[src/rtl/urv_dm_arbiter_pkg.sv]
// Shared definitions for the data-memory port arbiter: read-owner encoding
// and default starvation limit.
package urv_dm_arbiter_pkg;

    typedef enum logic [1:0] {
        OWN_NONE = 2'b00,
        OWN_CORE = 2'b01,
        OWN_DBG  = 2'b10
    } owner_e;

    localparam int unsigned DEF_STARVE_LIMIT = 8;
    localparam int unsigned DEF_CNT_W        = 8;

endpackage

[src/rtl/urv_dm_arbiter.sv]
// Two-master arbiter for the data-memory port: core has priority, the
// debug/DMA master is guaranteed a slot after STARVE_LIMIT lost contests.
module urv_dm_arbiter
    import urv_dm_arbiter_pkg::*;
#(
    parameter int unsigned STARVE_LIMIT = DEF_STARVE_LIMIT,
    parameter int unsigned CNT_W        = DEF_CNT_W
) (
    input  logic        clk_i,
    input  logic        rst_i,

    input  logic        core_pend_i,
    input  logic        core_load_i,
    input  logic        core_store_i,
    input  logic [31:0] core_addr_i,
    input  logic [31:0] core_data_i,
    input  logic [3:0]  core_sel_i,
    output logic        core_ready_o,
    output logic [31:0] core_rdata_o,

    input  logic        dbg_req_i,
    input  logic        dbg_we_i,
    input  logic [31:0] dbg_addr_i,
    input  logic [31:0] dbg_data_i,
    input  logic [3:0]  dbg_sel_i,
    output logic        dbg_ack_o,
    output logic [31:0] dbg_rdata_o,
    output logic        dbg_rvalid_o,

    output logic [31:0] mem_addr_o,
    output logic [31:0] mem_data_o,
    output logic [3:0]  mem_sel_o,
    output logic        mem_load_o,
    output logic        mem_store_o,
    input  logic        mem_ready_i,
    input  logic [31:0] mem_rdata_i
);

    localparam logic [CNT_W-1:0] LIMIT = CNT_W'(STARVE_LIMIT);

    logic [CNT_W-1:0] starve_cnt;
    owner_e           rd_owner_q;
    logic             dbg_grant;

    // Grant looks only at core intent, not its strobes, so the core's stall
    // path never loops back through the arbiter.
    assign dbg_grant    = dbg_req_i && (!core_pend_i || starve_cnt == LIMIT);
    assign core_ready_o = mem_ready_i && !dbg_grant;
    assign dbg_ack_o    = dbg_grant && mem_ready_i;

    assign core_rdata_o = mem_rdata_i;
    assign dbg_rdata_o  = mem_rdata_i;
    assign dbg_rvalid_o = (rd_owner_q == OWN_DBG);

    always_comb begin
        // NOTE: every output gets a default first so no path leaves a latch.
        mem_addr_o  = core_addr_i;
        mem_data_o  = core_data_i;
        mem_sel_o   = core_sel_i;
        mem_load_o  = core_load_i;
        mem_store_o = core_store_i;
        if (dbg_grant) begin
            mem_addr_o  = dbg_addr_i;
            mem_data_o  = dbg_data_i;
            mem_sel_o   = dbg_sel_i;
            mem_load_o  = dbg_req_i && !dbg_we_i;
            mem_store_o = dbg_req_i && dbg_we_i;
        end
    end

    // NOTE: state uses non-blocking assignments so every flop samples the
    // pre-edge values; reset here is synchronous to clk_i.
    always_ff @(posedge clk_i) begin
        if (rst_i) begin
            starve_cnt <= '0;
            rd_owner_q <= OWN_NONE;
        end else begin
            if (!dbg_req_i || dbg_ack_o) begin
                starve_cnt <= '0;
            end else if (core_pend_i && !dbg_grant && mem_ready_i && starve_cnt != LIMIT) begin
                starve_cnt <= starve_cnt + 1'b1;
            end

            if (mem_load_o && mem_ready_i) begin
                rd_owner_q <= dbg_grant ? OWN_DBG : OWN_CORE;
            end else begin
                rd_owner_q <= OWN_NONE;
            end
        end
    end

    // The core must never strobe while it is being stalled.
    a_core_strobe_when_ready : assert property (
        @(posedge clk_i) disable iff (rst_i)
        !((core_load_i || core_store_i) && !core_ready_o)
    );

endmodule

[config.mk]
export PLATFORM = sky130hd
export DESIGN_NAME = urv_dm_arbiter
export DESIGN_NICKNAME = d
export VERILOG_FILES = /design/src/rtl/urv_dm_arbiter_pkg.sv /design/src/rtl/urv_dm_arbiter.sv
export SDC_FILE = /design/constraint.sdc
export NUM_CORES = 1
export LEC_CHECK = 0
export CORE_AREA = 5 5 119 121
export DETAILED_ROUTE_END_ITERATION = 8
export DIE_AREA = 0 0 124 126
export PLACE_DENSITY = 0.64
export SYNTH_ARGS = -nofsm -noshare
export SYNTH_HDL_FRONTEND = slang
export SYNTH_SLANG_ARGS = --single-unit
export TNS_END_PERCENT = 1
[constraint.sdc]
create_clock -name clk_i -period 2.8 [get_ports clk_i]
set_input_delay 0.42 -clock clk_i [delete_from_list [all_inputs] [get_ports clk_i]]
set_output_delay 0.42 -clock clk_i [all_outputs]
set_load 0.01 [all_outputs]
==> flow_metrics.py <==
metrics = {
    "placed_design": {
        "gp_congestion": 0.810,
        "port_buffers": 216,
        "hpwl_microns": 8410,
        "dp.cells": 524,
    },
    "detailed_routing": {
        "viasPerCell": 3.81,
        "drc": 0,
        "ant_nets": 0,
        "post_drt_wl_per_cell_microns": 18.5,
        "wl_microns": 9830,
        "detail_route.iter0.violations": 59,
        "drtPass1Iterations": 4,
        "via_count": 2021,
    },
    "clock_tree": {
        "clock-sinks": 10,
        "cts_tree": "built",
        "cts_buffers": 3,
        "root_buffer": "clkbuf_16",
        "cts_setup_buffers": 0,
        "clk_latency_ns": 0.24,
        "htreeDepth": 1,
        "path_clk_slew_ns": 0.04,
        "clockBufferDepth": 2,
    },
    "die": {
        "start_util": 0.167,
        "dieArea_sq_um": 15600,
        "num_io_pins": 313,
        "row_count": 42,
        "die_width_microns": 124,
        "die_y_microns": 126,
        "core_area_sq_um": 13000,
    },
    "critical_path": {
        "start_kind": "flip-flop",
        "end_kind": "output port",
        "path_cells": "inv_1 > ha_1 > and4bb_1 > a21bo_4 > nand2_8 > buf_6 > mux2_4 > clkdlybuf4s50_1",
        "cp.arrival_ns": 2.46,
        "timing.rr.start": "starve_cnt[1]$_SDFFE_PP0P_",
        "setup.worst_path.start": "starve_cnt[1]$_SDFFE_PP0P_",
        "rrSetupSlack_ns": 1.10,
        "ff2ff_path_depth": 6,
        "path_class": "reg2out",
        "cpMaxStageDelayCell": "clkdlybuf4s50_1",
        "required_ns": 2.38,
        "crit_path_max_fanout": 8,
        "cpPeakStageDelay_ns": 0.49,
    },
    "logic_synthesis": {
        "synthCells": 196,
        "netlist_area_sq_um": 2170,
        "synth-edff-count": 0,
        "yosysSeqAreaShare": 0.0923,
        "ys.flop_type": "dfxtp_1",
        "synth_seq_cells": 10,
        "ys_warn_count": 0,
        "synth_top_cells_by_area": "mux2_4 46%, buf_4 22%, dfxtp_1 9.2%",
        "syn_area_per_cell_sq_um": 11.1,
        "synth.distinct_cells": 27,
        "synthArstFlopShare": 0,
        "synth_nets": 374,
        "synth_top_area_frac": 0.464,
        "synth_top_area_cell": "mux2_4",
    },
    "job": {
        "maxCapViolations": 0,
    },
    "min_path": {
        "hold_path.class": "reg2reg",
        "whs_path_depth": 2,
        "worstHoldStart": "starve_cnt[1]$_SDFFE_PP0P_",
    },
    "timing": {
        "maxSlewHeadroom": 0.760,
        "period_share": 1.03,
        "setup_viol_count_final": 18,
        "fin_skew_ns": 0.000615,
        "period_minus_slack_ns": 2.88,
        "tightest_slew_ns": 0.351,
        "slew_violations": 0,
        "rsz0062_at_grt": "true",
        "final_hold_viol_count": 0,
        "worst_slack_ns": -0.0754,
        "max_freq_ghz": 0.348,
    },
    "layout": {
        "nets": 533,
        "fillerInstances": 1309,
        "regArea_sq_um": 201,
        "syn_to_final_growth_pct": 97.8,
        "multi_input_area_sq_um": 1340,
        "drive_gt1_frac": 0.243,
        "diodes": 0,
        "stdcell_count": 530,
    },
    "power": {
        "leakagePower_uw": 0.00222,
        "vdd_drop_max_uv": 396,
        "totalPowerFinal_uw": 1040,
        "powerDensity_nw_per_um2": 243,
    },
    "global_route": {
        "antenna_found_initial": 1,
        "grt_overflow": 0,
        "grt_pass1_wl_microns": 13100,
        "grt_start_max_net_pins": 26,
        "grt_pass1_vias": 2156,
        "grt_use_total": 0.108,
    },
    "run_status": {
        "violations": "negative setup slack",
        "status": "complete, but fails checks",
    },
}
==> cells in the mapped netlist, types with 2 or more instances <==
master / instances
nor2_1: 9
dfxtp_1: 10
a21oi_1: 3
mux2_4: 67
nand2_1: 3
nand4_1: 2
ha_1: 2
inv_1: 5
xor2_1: 5
and4_1: 2
mux2_2: 2
buf_4: 64
buf_12: 6
mux2i_1: 2
nand3_1: 2
==> logic make-up after synthesis <==
| logic type | count (synthesis) | share of synthesized area |
|---|---|---|
| buffers and inverters | 76 | 0.292 |
| muxes | 71 | 0.483 |
| and+or+nand+nor | 24 | 0.0704 |
| DFF | 10 | 0.0923 |
| AOI/OAI and AO/OA | 7 | 0.0260 |
| xor gates and xnor gates | 6 | 0.0242 |
| adders and majority gates | 2 | 0.0115 |
==> worst max-delay path: cells and delay by family, from the launching register on <==
| family | cells | cell delay, ns |
|---|---|---|
| AO/OA/AOI/OAI | 1 | 0.26 |
| adder cells (fa/ha/maj) | 1 | 0.19 |
| buffers and inverters | 3 | 0.73 |
| flip-flops | 1 | 0.34 |
| multiplexers | 1 | 0.31 |
| AND/OR/NAND/NOR | 2 | 0.38 |
==> flip-flops by register name, indices dropped and copies added, names as in the netlist <==
signal / cells
rd_owner_q: 2
starve_cnt: 8
==> metal layers <==
metal | wire length [microns] | vias up | global-route usage | part of all wire
met3 | 1430 | 6 | 0.0471 | 0.15
li1 | - | 934 | - | -
met5 | 11 | - | 0 | 0.0011
met4 | 56 | 2 | 0.0193 | 0.0057
met2 | 4740 | 150 | 0.189 | 0.48
met1 | 3600 | 929 | 0.123 | 0.37
==> what timing repair did <==
item / in CTS / in global routing
resized for setup: 6 / 53
setup endpoints to repair: 70 / 67
hold buffers: 0 / 0
gates cloned: 0 / 2
==> where the power goes <==
| part | switching, uW | total (uW) | internal [uW] |
|---|---|---|---|
| clock | 69.6 | 285 | 215 |
| sequential | 0.400 | 145 | 144 |
| combinational | 187 | 614 | 427 |
| total | 257 | 1040 | 786 |
==> area by class of cell <==
cell class,instances,area share
flip-flops and latches,10,0.0469
clock buffers,4,0.0207
well taps,176,0.0513
multi-input cells,110,0.311
repair buffers,225,0.566
inverters,5,0.00437
==> stage by stage <==
stage | instance area, sq um | util | setup TNS, ns | worst slack [ns] | hold slack, ns
CTS | 4100 | 0.316 | -6.22 | -0.134 | 0.544
detailed placement | 4010 | 0.309 | 0 | 0.0227 | 0.535
global route | 4290 | 0.331 | -2.46 | -0.154 | 0.562
floorplan | 2170 | - | 0 | 0.739 | 0.472
finish | 4290 | 0.331 | -1.08 | -0.0754 | 0.528
global placement | 4010 | 0.309 | 0 | 0.0390 | 0.490
==> cells in the final DEF, fill, tap and decap left out, drive strengths merged, types with 3 or more instances in the layout <==
cell	instances
a21oi	3
xor2	5
nor2	9
dfxtp	10
dlymetal6s2s	46
buf	7
clkdlybuf4s50	164
nand2	4
mux2	69
inv	5
clkbuf	6
dlygate4sd2	6
==> worst paths after layout <==
check / to
hold reg to reg: starve_cnt[1]$_SDFFE_PP0P_
setup / recovery: mem_data_o[9]
setup reg to reg: starve_cnt[1]$_SDFFE_PP0P_
hold / removal: starve_cnt[1]$_SDFFE_PP0P_
Power figures use the tool's default switching activity.
